===== src/rtl/cr_tcipif_bus_arb.sv =====
// Round-robin arbiter and single-outstanding sequencer for the ibus/dbus masters onto tcipif.
// Optional BUSY timeout is enabled by defining CR_TCIPIF_ARB_TIMEOUT_EN.
module cr_tcipif_bus_arb #(
    parameter int unsigned     TO_W   = 8,
    parameter logic [TO_W-1:0] TO_CYC = 8'd255
) (
    input  logic        sel_cpuclk,
    input  logic        cpurst_b,

    input  logic        ibus_req_i,
    input  logic        ibus_write_i,
    input  logic        ibus_acc_deny_i,
    input  logic [31:0] ibus_addr_i,

    input  logic        dbus_req_i,
    input  logic        dbus_write_i,
    input  logic        dbus_acc_deny_i,
    input  logic [31:0] dbus_addr_i,
    input  logic [31:0] dbus_wdata_i,

    output logic        ibus_grnt_o,
    output logic        ibus_trans_cmplt_o,
    output logic        ibus_data_vld_o,
    output logic        ibus_acc_err_o,
    output logic [31:0] ibus_rdata_o,

    output logic        dbus_grnt_o,
    output logic        dbus_trans_cmplt_o,
    output logic        dbus_data_vld_o,
    output logic        dbus_acc_err_o,
    output logic [31:0] dbus_rdata_o,

    output logic        tcipif_req_o,
    output logic        tcipif_write_o,
    output logic        tcipif_src_o,
    output logic [31:0] tcipif_addr_o,
    output logic [31:0] tcipif_wdata_o,

    input  logic        tcipif_grnt_i,
    input  logic        tcipif_trans_cmplt_i,
    input  logic        tcipif_data_vld_i,
    input  logic        tcipif_acc_err_i,
    input  logic [31:0] tcipif_rdata_i
);

    typedef enum logic [2:0] {StIdle, StBusyI, StBusyD, StErrI, StErrD} state_e;

    state_e      state_q;
    logic        last_owner_q;

    logic        any_req;
    logic        arb_dbus;
    logic        win_deny;
    logic        idle;
    logic        grant;
    logic        busy;
    logic        to_fire;

    logic        rsp_dbus;
    logic        rsp_cmplt;
    logic        rsp_vld;
    logic        rsp_err;
    logic [31:0] rsp_rdata;

    assign any_req  = ibus_req_i | dbus_req_i;
    // On a tie the master that did not own the port last wins.
    assign arb_dbus = dbus_req_i & (~ibus_req_i | ~last_owner_q);
    assign win_deny = arb_dbus ? dbus_acc_deny_i : ibus_acc_deny_i;
    assign idle     = (state_q == StIdle);
    assign grant    = idle & any_req & (win_deny | tcipif_grnt_i);
    assign busy     = (state_q == StBusyI) | (state_q == StBusyD);

`ifdef CR_TCIPIF_ARB_TIMEOUT_EN
    logic [TO_W-1:0] to_cnt_q;

    // A slave completion in the same cycle as the timeout takes priority.
    assign to_fire = busy & ~tcipif_trans_cmplt_i & (to_cnt_q == TO_CYC);

    always_ff @(posedge sel_cpuclk or negedge cpurst_b) begin
        if (!cpurst_b) begin
            to_cnt_q <= '0;
        end else if (grant) begin
            to_cnt_q <= '0;
        end else if (busy & ~tcipif_trans_cmplt_i) begin
            to_cnt_q <= to_cnt_q + 1'b1;
        end
    end
`else
    logic unused_to_cyc;

    assign to_fire       = 1'b0;
    assign unused_to_cyc = ^TO_CYC;
`endif

    always_ff @(posedge sel_cpuclk or negedge cpurst_b) begin
        if (!cpurst_b) begin
            state_q      <= StIdle;
            last_owner_q <= 1'b0;
        end else begin
            case (state_q)
                StIdle: begin
                    if (grant) begin
                        last_owner_q <= arb_dbus;
                        if (win_deny) begin
                            state_q <= arb_dbus ? StErrD : StErrI;
                        end else begin
                            state_q <= arb_dbus ? StBusyD : StBusyI;
                        end
                    end
                end
                StBusyI, StBusyD: begin
                    if (tcipif_trans_cmplt_i | to_fire) begin
                        state_q <= StIdle;
                    end
                end
                default: state_q <= StIdle;
            endcase
        end
    end

    always_comb begin
        rsp_dbus  = (state_q == StBusyD) | (state_q == StErrD);
        rsp_cmplt = 1'b0;
        rsp_vld   = 1'b0;
        rsp_err   = 1'b0;
        rsp_rdata = '0;
        if ((state_q == StErrI) || (state_q == StErrD) || to_fire) begin
            rsp_cmplt = 1'b1;
            rsp_err   = 1'b1;
        end else if (busy) begin
            rsp_cmplt = tcipif_trans_cmplt_i;
            rsp_vld   = tcipif_data_vld_i;
            rsp_err   = tcipif_acc_err_i;
            rsp_rdata = tcipif_data_vld_i ? tcipif_rdata_i : '0;
        end
    end

    assign tcipif_req_o   = idle & any_req & ~win_deny;
    assign tcipif_src_o   = arb_dbus;
    assign tcipif_write_o = arb_dbus ? dbus_write_i : ibus_write_i;
    assign tcipif_addr_o  = arb_dbus ? dbus_addr_i : ibus_addr_i;
    assign tcipif_wdata_o = arb_dbus ? dbus_wdata_i : '0;

    assign ibus_grnt_o        = grant & ~arb_dbus;
    assign dbus_grnt_o        = grant & arb_dbus;

    assign ibus_trans_cmplt_o = rsp_cmplt & ~rsp_dbus;
    assign ibus_data_vld_o    = rsp_vld & ~rsp_dbus;
    assign ibus_acc_err_o     = rsp_err & ~rsp_dbus;
    assign ibus_rdata_o       = rsp_dbus ? '0 : rsp_rdata;

    assign dbus_trans_cmplt_o = rsp_cmplt & rsp_dbus;
    assign dbus_data_vld_o    = rsp_vld & rsp_dbus;
    assign dbus_acc_err_o     = rsp_err & rsp_dbus;
    assign dbus_rdata_o       = rsp_dbus ? rsp_rdata : '0;

endmodule

===== config.mk =====
export PLATFORM = sky130hd
export DESIGN_NAME = cr_tcipif_bus_arb
export DESIGN_NICKNAME = d
export VERILOG_FILES = /design/src/rtl/cr_tcipif_bus_arb.sv
export SDC_FILE = /design/constraint.sdc
export NUM_CORES = 1
export LEC_CHECK = 0
export CELL_PAD_IN_SITES_DETAIL_PLACEMENT = 1
export CELL_PAD_IN_SITES_GLOBAL_PLACEMENT = 2
export CORE_UTILIZATION = 10
export CTS_BUF_LIST = sky130_fd_sc_hd__clkbuf_8
export DETAILED_ROUTE_END_ITERATION = 16
export PLACE_DENSITY_LB_ADDON = 0.1
export SYNTH_ARGS = -nofsm -noshare
export SYNTH_HDL_FRONTEND = slang
export SYNTH_SLANG_ARGS = --single-unit

===== constraint.sdc =====
create_clock -name sel_cpuclk -period 2.3 [get_ports sel_cpuclk]
set_clock_uncertainty 0.15 [all_clocks]
set_input_delay 0.345 -clock sel_cpuclk [delete_from_list [all_inputs] [get_ports sel_cpuclk]]
set_output_delay 0.345 -clock sel_cpuclk [all_outputs]
set_load 0.05 [all_outputs]

==> qor.yml, run 1 <==
status: "complete, no violations"
pre_cts_slack_ns: -0.0226
areaGrowthSynthToFinish_pct: 336
grt_max_degree: 49
arrival_ns: 1.73
dp_hpwl_um: 9580
cp.required_ns: 1.80
fp.dieW_um: 118
cts_root_buf: "clkbuf_8"
cp_top_family: "buffers and inverters"
switching_share_pct: 50.8
synth-simple-area-share_pct: 82.5
globalRouteOverflowTotal: 0
fp.dieH_um: 118
yosys-top-cells-count: "nand2_1 (104), and2_1 (94), clkbuf_1 (15), nor2_1 (12), nand2b_1 (6)"
ys_async_sr_fraction_pct: 100
power.internal_uw: 1980
path_buf_inv: 3
rows: 41
syn-instance-count: 251
clkPwrFrac_pct: 3.6
wl_met2_um: 6050
critPathLaunchType: "input port"
synth.most_common_cell: "nand2_1"
layout.cells.non_filler: 700
post_drt_wl_per_cell_um: 15.2
synthFlopType: "dfrtp_1"
postCtsHoldBufs: 0
ant_nets: 0
synth.area.top_cells: "and2_1 (44%), nand2_1 (29%), dfrtp_1 (7.5%), clkbuf_1 (4.2%), nor2_1 (3.4%)"
fillCellCount: 1440
fin_nets: 670
ys_seq_area_share_pct: 7.48
clk_latency_ns: 0.21
synth_area_um2: 1340
synth.top_cell.area_share_pct: 43.9
hold_viol: 0
synth_compound_area_share_pct: 4.11
initial_utilization_pct: 10.4
routed_wirelength_um: 10700
antenna_cells: 0
grt_pass1_vias: 2750
drive_gt1_share_pct: 30.7
vias: 2706
synth.mux.area_fraction_pct: 1.12
yosys.area_share.adder_pct: 0
wl_met3_um: 1080
top_layer_used: "met4"
cts.clk_slew.worst_paths_ns: 0.03
cts_buffer_depth: 2
ir_worst_vdd_mv: 0.300
ys_types: 19
yosysTopAreaCell: "and2_1"
synth_top_family_by_area: "simple AND/OR/NAND/NOR gates"
maxCapViolCount: 0
power_switching_uw: 2050
yosysWarnings: 0
synthXorXnorAreaFrac_pct: 0
finish.utilization_pct: 45.5
setup_ws_ns: 0.0768
crit_slowest_cell: "clkdlybuf4s50_1"
avgSynthCellArea_um2: 5.33
grtUsageTotal_pct: 15.3
drt-pass1-iter-count: 4
power.leakage_uw: 0.00253
placedCellCount: 697
share_comb_of_total_power_pct: 93.2
core_um2: 12800
path_cells: "clkdlybuf4s50_1 -> nand2_1 -> nand2_4 -> inv_2 -> nand2b_4 -> a21o_1 -> nor2_2 -> buf_12"
r2r_slack_ns: 0.49
worst_slew_pin_slew_ns: 0.263
grt_pass1_wl_um: 16500
critPathKind: "input port to output port"
io_pins: 279
period_needed_ns: 2.22
slew_viol_final: 0
synth_edf_count: 0
portBuffers: 278
cts-buffers-inserted: 3
routed_via_density: 3.87
finalWeightedCongestion: 0.756
p_per_area_nw_per_um2: 692
crit_fanout: 5
synth_fp_nets: 391
clock-sinks: 4
max_stage_delay_ns: 0.48
worstHoldPathType: "input port to async pin"
cts_setup_buffers: 0
p_seq_share_pct: 3.2
power_uw: 4030
setup_viol: 0
htree_levels: 1
post-route-period-util_pct: 96.7
antenna_found_initial: 0
slew_headroom_pct: 82.3
dieArea_um2: 13900
drc: 0
synth_seq_cells: 4
met1Wirelength_um: 3500
max_freq_mhz: 450
cts_tree: "built"
drt_iter0_drc: 55
worst_setup_path_end_kind: "output port"
[cells by family (layout without fill, tap and decap cells)]
family	after synthesis	after routing
multiplexers	1	1
flip-flops	4	4
buffers and inverters	17	294
AND/OR/NAND/NOR	221	221
AO/OA/AOI/OAI	8	8
[path summary, 6_finish.rpt]
check	from	end	depth (start not counted)
min in group sel_cpuclk	last_owner_q	last_owner_q	1
max in group asynchronous	cpurst_b	last_owner_q	1
worst max-delay path	ibus_req_i	dbus_grnt_o	8
worst max register to register	state_q[0]	last_owner_q	5
worst min register to register	last_owner_q	last_owner_q	1
worst min-delay path	cpurst_b	state_q[0]	1
[power groups by stage]
stage | clock network, uW | logic, uW | registers (uW)
floorplan | 0 | 1730 | 123
global placement | 0 | 3750 | 131
detailed placement | 0 | 3770 | 132
CTS | 151 | 3780 | 131
global route | 154 | 3910 | 138
finish | 146 | 3760 | 130
[cell type report]
class	instances	area, um2	share of cell area [%]
multi-input cells	230	1180	20.3
repair buffers	290	4290	73.6
clock buffers	3	41.3	0.708
flip-flops and latches	4	100	1.72
well taps	172	215	3.69
inverters	1	3.75	0.0644
[worst reg2reg max path: stages, from the launching register on]
cell	delay (ns)
dfrtp_1	0.41
nor3_1	0.27
o21ai_0	0.18
a21o_1	0.23
buf_4	0.16
mux2_4	0.28
[flip-flops by register name, indices dropped and copies added (netlist names)]
name          cells
state_q           3
last_owner_q      1
[layout by cell type (no fill, tap or decap), types with 2 or more instances in the layout]
master / n
dfrtp_1: 4
clkbuf_8: 3
clkdlybuf4s50_1: 139
buf_6: 3
nand2b_1: 6
buf_12: 139
nor2_1: 9
and2_1: 94
a21oi_1: 3
nor2_2: 3
nand2_1: 104
buf_8: 2
o32ai_1: 2
buf_4: 7
[layer usage]
layer	vias up	track usage (%)
met2	158	30.3
met5	-	0
met3	2	5.86
li1	1311	-
met4	0	1.44
met1	1235	15.2
[stage by stage]
step	setup TNS (ns)	cell area, um2	hold slack, ns
after floorplan	0	1340	-0.101
after global placement	0	5760	0.377
after detailed placement	-0.114	5760	0.373
after CTS	0	5800	0.186
after global routing	-0.00125	5830	0.197
final	0	5830	0.184
[repair_timing]
item	CTS	global route
pin swaps	0	0
gates cloned	0	0
endpoints found under the setup margin	34	36
gates resized for setup	1	9
hold endpoints to repair	0	0
(Power assumes the default switching activity.)
==> run 2: changes to the inputs <==
--- a/config.mk
+++ b/config.mk
@@ -11,6 +11,7 @@
 export CTS_BUF_LIST = sky130_fd_sc_hd__clkbuf_8
 export DETAILED_ROUTE_END_ITERATION = 16
 export PLACE_DENSITY_LB_ADDON = 0.1
+export SKIP_CTS_REPAIR_TIMING = 1
 export SYNTH_ARGS = -nofsm -noshare
 export SYNTH_HDL_FRONTEND = slang
 export SYNTH_SLANG_ARGS = --single-unit
==> results of run 2 <==
Final layout, timing and power as in run 1 (identical DEF).
==> run 3: changes to the inputs <==
--- a/config.mk
+++ b/config.mk
@@ -10,7 +10,7 @@
 export CORE_UTILIZATION = 10
 export CTS_BUF_LIST = sky130_fd_sc_hd__clkbuf_8
 export DETAILED_ROUTE_END_ITERATION = 16
-export PLACE_DENSITY_LB_ADDON = 0.1
+export PLACE_DENSITY = 0.95
 export SKIP_CTS_REPAIR_TIMING = 1
 export SYNTH_ARGS = -nofsm -noshare
 export SYNTH_HDL_FRONTEND = slang
==> run 3 against run 2 <==
Non-clock buffer count fell by 1. Cell area up 0.49%. Register-to-register slack got worse by 0.02 ns. Critical endpoint unchanged.
==> qor.yml, run 3 (same netlist as run 1, synthesis figures left out) <==
drt_iter0_drc: 72
routed_wirelength_um: 11000
antenna_cells: 0
portBuffers: 278
dp_hpwl_um: 9870
arrival_ns: 1.77
fin_nets: 669
final_common_cell: "buf_12"
power_switching_uw: 2080
tns_ns: 0
place_area_um2: 5780
max_freq_mhz: 441
grt_pass1_vias: 3056
dieArea_um2: 13900
power.internal_uw: 2020
setup_viol: 0
clk_latency_ns: 0.22
layout.cells.non_filler: 699
cts_root_buf: "clkbuf_8"
switching_share_pct: 50.8
final_cell_mix: "buf_12 (142), clkdlybuf4s50_1 (139), nand2_1 (104)"
power.leakage_uw: 0.00254
fp.dieH_um: 118
share_comb_of_total_power_pct: 93.6
post-route-period-util_pct: 98.6
fp.dieW_um: 118
cts_tree: "built"
pre_cts_slack_ns: -0.0258
critPathKind: "input port to output port"
cp.required_ns: 1.80
drc: 0
maxCapViolCount: 0
grtUsageTotal_pct: 15.2
io_pins: 279
initial_utilization_pct: 10.4
grt_max_degree: 53
cts-buffers-inserted: 3
core_um2: 12800
p_per_area_nw_per_um2: 699
crit_fanout: 9
hold_viol: 0
ant_nets: 0
critPathLaunchType: "input port"
cts.clk_slew.worst_paths_ns: 0.03
p_seq_share_pct: 2.8
slew_viol_final: 0
clkPwrFrac_pct: 3.6
antenna_found_initial: 0
routed_via_density: 3.88
rows: 41
largestRegisters: "state_q x3, last_owner_q x1"
status: "complete, no violations"
drive_gt1_share_pct: 30.4
worst_slew_pin_slew_ns: 0.315
slew_headroom_pct: 78.8
globalRouteOverflowTotal: 0
vias: 2713
cts_buffer_depth: 2
ir_worst_vdd_mv: 0.310
setup_ws_ns: 0.0333
period_needed_ns: 2.27
largest_register_ffs: 3
regMostFlops: "state_q"
rsz0062_at_grt: "true"
htree_levels: 1
stdcell_area_um2: 5860
areaGrowthSynthToFinish_pct: 338
worst_setup_path_end_kind: "output port"
worstHoldPathType: "input port to async pin"
finalWeightedCongestion: 0.811
drt-pass1-iter-count: 4
finish.utilization_pct: 45.7
post_drt_wl_per_cell_um: 15.7
grt_pass1_wl_um: 16900
placedCellCount: 695
clock-sinks: 4
-- run 3: worst paths after layout --
| kind | from | end | slack [ns] | cells after the start |
|---|---|---|---|---|
| min in group sel_cpuclk | last_owner_q | last_owner_q | 0.39 | 1 |
| hold / removal | cpurst_b | last_owner_q | 0.18 | 1 |
| setup reg to reg | state_q[2] | last_owner_q | 0.47 | 6 |
| hold reg to reg | last_owner_q | last_owner_q | 0.39 | 1 |
| setup / recovery | ibus_req_i | dbus_grnt_o | 0.03 | 8 |
| max in group asynchronous | cpurst_b | state_q[2] | 1.64 | 1 |
-- run 3: power by group through the flow --
stage	Sequential, uW	Combinational (uW)	Clock, uW
finish	114	3840	149
global route	120	3990	161
CTS	115	3850	155
detailed placement	115	3840	0
global placement	113	3770	0
floorplan	123	1730	0
-- run 3: area by class of cell --
class | instances | area [um2]
Fill cell | 1424 | 6960
Timing Repair Buffer | 289 | 4320
Multi-Input combinational cell | 230 | 1180
Tap cell | 172 | 215
Sequential cell | 4 | 100
Clock buffer | 3 | 41.3
Inverter | 1 | 6.26
-- run 3: stage by stage --
stage | hold WS (ns) | power (uW)
after detailed placement | 0.386 | 3960
after global routing | 0.197 | 4270
after CTS | 0.189 | 4120
final | 0.184 | 4100
after global placement | 0.378 | 3880
after floorplan | -0.101 | 1850
-- run 3: worst max-delay path, cell delays in order --
cell	delay, ns
clkdlybuf4s50_1	0.49
nand2_1	0.09
nand2_4	0.09
inv_4	0.08
nand2b_4	0.15
a21o_1	0.20
nor2_2	0.16
buf_12	0.16
-- run 3: metal layers --
| layer | global-route usage [%] | wire length, um |
|---|---|---|
| met1 | 15.2 | 3840 |
| met2 | 30.9 | 6030 |
| met3 | 4.36 | 1010 |
| met4 | 2.48 | 91 |
| met5 | 0 | 0 |
